## src/rtl/cpu6_excp_ctrl.sv

```systemverilog
// Exception/interrupt sequencer: qualifies ecall/timer-irq/mret in EX, drains MEM/WB,
// commits mepc, then redirects fetch to mtvec or mepc.
module cpu6_excp_ctrl #(
  parameter int XLEN          = 32,
  parameter int DRAIN_TIMEOUT = 15
) (
  input  logic            clk,
  input  logic            reset,
  input  logic            validE,
  input  logic            ecallE,
  input  logic            mretE,
  input  logic            tmr_irq_r,
  input  logic            csr_mtie_r,
  input  logic [XLEN-1:0] pcE,
  input  logic [XLEN-1:0] csr_mtvec,
  input  logic [XLEN-1:0] csr_mepc,
  input  logic            empty_pipeline_ackW,
  output logic            empty_pipeline_reqE,
  output logic [XLEN-1:0] excp_mepc,
  output logic            excp_mepc_ena,
  output logic            flushE,
  output logic            stallF,
  output logic            excp_pcsrc,
  output logic [XLEN-1:0] excp_pc,
  output logic            in_handler,
  output logic            drain_timeout
);

  typedef enum logic [1:0] {IDLE, DRAIN, COMMIT, REDIRECT} state_t;

  localparam int CW = $clog2(DRAIN_TIMEOUT + 1);
  localparam logic [CW-1:0] CNT_LAST = CW'(DRAIN_TIMEOUT - 1);
  localparam logic [XLEN-1:0] ALIGN_MASK = {{(XLEN-2){1'b1}}, 2'b00};

  state_t          state;
  logic            cause_trap;
  logic [XLEN-1:0] mepc_q;
  logic [XLEN-1:0] mepc_out_q;
  logic [XLEN-1:0] target_q;
  logic [CW-1:0]   cnt;
  logic            in_handler_q;
  logic            timeout_q;

  logic take_ecall, take_irq, take_mret, event_any;

  assign take_ecall = ecallE & validE;
  assign take_irq   = tmr_irq_r & csr_mtie_r & validE & ~in_handler_q;
  assign take_mret  = mretE & validE;
  assign event_any  = (state == IDLE) & (take_ecall | take_irq | take_mret);

  always_ff @(posedge clk or posedge reset) begin
    if (reset) begin
      state        <= IDLE;
      cause_trap   <= 1'b0;
      mepc_q       <= '0;
      mepc_out_q   <= '0;
      target_q     <= '0;
      cnt          <= '0;
      in_handler_q <= 1'b0;
      timeout_q    <= 1'b0;
    end else begin
      case (state)
        IDLE: begin
          if (event_any) begin
            // ecall wins over irq, both win over mret; losers are simply dropped
            cause_trap <= take_ecall | take_irq;
            mepc_q     <= pcE;
            cnt        <= '0;
            state      <= DRAIN;
          end
        end
        DRAIN: begin
          cnt <= cnt + 1'b1;
          if (empty_pipeline_ackW) begin
            state <= COMMIT;
          end else if (cnt == CNT_LAST) begin
            state     <= COMMIT;
            timeout_q <= 1'b1;
          end
        end
        COMMIT: begin
          // CSR targets sampled only now so older csrw writes have landed
          target_q <= (cause_trap ? csr_mtvec : csr_mepc) & ALIGN_MASK;
          if (cause_trap) mepc_out_q <= mepc_q;
          state <= REDIRECT;
        end
        REDIRECT: begin
          in_handler_q <= cause_trap;
          state        <= IDLE;
        end
        default: state <= IDLE;
      endcase
    end
  end

  always_comb begin
    flushE              = event_any & ~reset;
    empty_pipeline_reqE = (state == DRAIN);
    stallF              = (state == DRAIN) | (state == COMMIT);
    excp_mepc_ena       = (state == COMMIT) & cause_trap;
    excp_mepc           = excp_mepc_ena ? mepc_q : mepc_out_q;
    excp_pcsrc          = (state == REDIRECT);
    excp_pc             = target_q;
    in_handler          = in_handler_q;
    drain_timeout       = timeout_q;
  end

endmodule
```

## config.mk

```make
export PLATFORM = sky130hd
export DESIGN_NAME = cpu6_excp_ctrl
export DESIGN_NICKNAME = d
export VERILOG_FILES = /design/src/rtl/cpu6_excp_ctrl.sv
export SDC_FILE = /design/constraint.sdc
export NUM_CORES = 1
export LEC_CHECK = 0
export CORE_ASPECT_RATIO = 1.2
export CORE_MARGIN = 2
export CORE_UTILIZATION = 47
export CTS_CLUSTER_DIAMETER = 100
export DETAILED_ROUTE_END_ITERATION = 7
export PLACE_DENSITY = 0.95
export SLEW_MARGIN = 20
export SYNTH_ARGS = -nofsm -noshare
export SYNTH_HDL_FRONTEND = slang
export SYNTH_SLANG_ARGS = --single-unit
```

## constraint.sdc

```tcl
create_clock -name clk -period 6.6 [get_ports clk]
set_input_delay 1.65 -clock clk [delete_from_list [all_inputs] [get_ports clk]]
set_output_delay 1.65 -clock clk [all_outputs]
set_load 0.01 [all_outputs]
```

==> metrics <==
final hold violations 0; share of flip-flops with an asynchronous set or reset 100.0%; CTS Root Cell clkbuf_8; initial antenna violation count 0; Crit Path Category input pin to primary output; postcts setup bufs 0; Most used DFF post-synth dfrtp_1; Slew @ Worst Pin 1017 ps; fin crit share 76.10%; clock slew at reported path FFs 90 ps; vias in the first global route 3,280; layout cells sized above 1 18.84%; cts bufs inserted 9; die height 109.9 um; Yosys reg bits 103; PD cells 476.3 nW/um2; Setup WS pre-CTS 1594 ps; worst clock skew 13.49 ps; worst-skew pair later-pin latency 360 ps; number of synthesized flops with an enable pin 0; die area 10,130 um2; yosys warns 0; Max FO, Critical Path 4; Resize count post-CTS 0; Synth Cell Area 4389 um2; worst hold path class register to register; Chip Width 92.22 um; Max Root-Sink Buffers 2; Initial Utilization 48.33%; share of the synthesized area in the top cell type 58.72%; fin cells 619; H-Tree Depth 3; Final WS setup 1578 ps; Inserted Diodes 0; Max Cap Viol 0; Remaining DRCs 0; net switching component of the power 1005 uW; Slew HR 32.18%; most frequent CP cell clkdlybuf4s50_1; total negative slack 0 ps; routability congestion estimate from global placement 0.8106; Area Overhead vs Synth 45.44%; area taken by multi-input logic gates 1682 um2; clock power share 13.9%; RSZ-0062 raised after global routing false; commonest non-fill, non-tap cell in the layout clkdlybuf4s50_1; vias 3,113; DRT Wirelength 9917 um; sequential area share after synthesis 58.72%; CP Launch Type input pin; fmax 199.1 MHz; total gr overflow 0; Placed Cells 602; Setup crit end kind primary output; Vias/cell 5.029; largest net degree at the start of global routing 63; core footprint 9081 um2; Lkg Pwr 0.002741 uW; setup violators final 0; Arr. time, crit path 3370 ps; placed cell area 6135 um2; Synth area leaders dfrtp_1 59%, mux2_2 17%, mux2i_1 6.8%, a21oi_1 3.4%, nor2_1 2.8%; DR pass1 iterations 4; Layout fillers 643; Yosys top cell by area dfrtp_1; Max stage delay on crit path 490 ps; total I/O pin count 175; clk sink count 103; CTS tree built; Avg WL per Cell 16.02 um; CP bufs+invs 2; Tot GR Track Use 20.05%; Synth Instances 331; Crit path max-delay family buffers and inverters; Sw Share 33.05%; global-route wire length before repair 15,750 um; hold bufs inserted after CTS 0; remaining antenna violation count 0; required time of the critical path 4950 ps; post-route cell area 6384 um2; VDD IR max 276.9 uV; net count reported at finish 604; sequential share of power 35.9%; Gate power share 50.1%; IO buf count 168; hpwl dp 7448 um; crit path time final 5023 ps; Distinct cells, synth 34; Row Count 38; Crit-path slowest cell clkdlybuf4s50_1; Iter 0 DRT Violations 177; Slew Viols, Final 0; Power Internal 2036 uW; Cell Chain, Critical Path clkdlybuf4s50_1, or2_2, o211ai_1, nor2_1, clkdlybuf4s50_1; Final Total Pwr 3041 uW; commonest cells after routing, fill and taps aside 168 x clkdlybuf4s50_1, 103 x dfrtp_1, 67 x mux2_2; outcome completed; FF/Latch Area 2577 um2; Avg Inst Size Synth 13.26 um2
synth_stat cells (2+ instances only):
cell type,n
a21oi_1,30
a32o_1,2
buf_2,7
buf_4,2
buf_6,3
clkbuf_1,9
dfrtp_1,103
ha_1,6
inv_1,5
mux2_2,67
mux2i_1,30
nand2_1,7
nand3_1,5
nor2_1,33
nor2b_1,2
o211ai_1,2
registers in the layout, summed over array words and instances, names as in the netlist:
| register | flops |
|---|---|
| excp_pc | 30 |
| mepc_out_q | 32 |
| state | 2 |
| cause_trap | 1 |
| mepc_q | 32 |
| cnt | 4 |
| drain_timeout | 1 |
| in_handler | 1 |
stage by stage:
step	util, %	hold slack [ps]
floorplan	-	476.6
global placement	67.55	478.0
detailed placement	67.55	481.0
CTS	69.99	502.4
global route	70.29	520.9
finish	70.29	498.5
area by class of cell:
type / count / share of cell area (%)
flip-flops and latches: 103 / 40.38
repair buffers: 172 / 27.13
multi-input cells: 203 / 26.34
well taps: 120 / 2.352
clock buffers: 9 / 1.940
clock inverters: 7 / 1.529
inverters: 5 / 0.3332
worst register-to-register path, stage by stage, from the launching register on:
cell and delay, ps:
dfrtp_1 420, inv_1 110, ha_2 860, nand2_1 140, buf_4 310, mux2_2 380
cells by family after synthesis:
family,share of synthesized area [%]
compound gates,6.300
fa+ha+maj,1.710
buf+inv,3.107
flops,58.72
mux,24.03
other cells,0.08544
simple gates,6.044
metal layers:
layer | vias up | wire (um) | global-route usage [%]
met4 | 0 | 142 | 8.422
met1 | 1480 | 3779 | 22.37
li1 | 1485 | - | -
met3 | 13 | 948 | 7.334
met2 | 135 | 5047 | 34.87
met5 | - | 0 | 0
power groups by stage:
stage          combinational, uW  clock, uW  sequential (uW)
3_5_place_dp                1530          0             1110
4_1_cts                     1540        437             1090
6_report                    1520        424             1090
3_3_place_gp                1470          0             1080
2_1_floorplan                814          0             1110
5_1_grt                     1660        465             1130
final timing paths:
| path | startpoint | endpoint | slack (ps) | cells after the start |
|---|---|---|---|---|
| worst min register to register | mepc_out_q[26] | mepc_out_q[26] | 500 | 1 |
| worst max register to register | state[0] | mepc_out_q[1] | 4270 | 5 |
| worst max-delay path | ecallE | flushE | 1580 | 5 |
| worst min-delay path | mepc_out_q[26] | mepc_out_q[26] | 500 | 1 |
| min in group asynchronous | reset | in_handler | 1730 | 2 |
| max in group asynchronous | reset | excp_pc[19] | 3760 | 3 |
(Power assumes the default switching activity.)
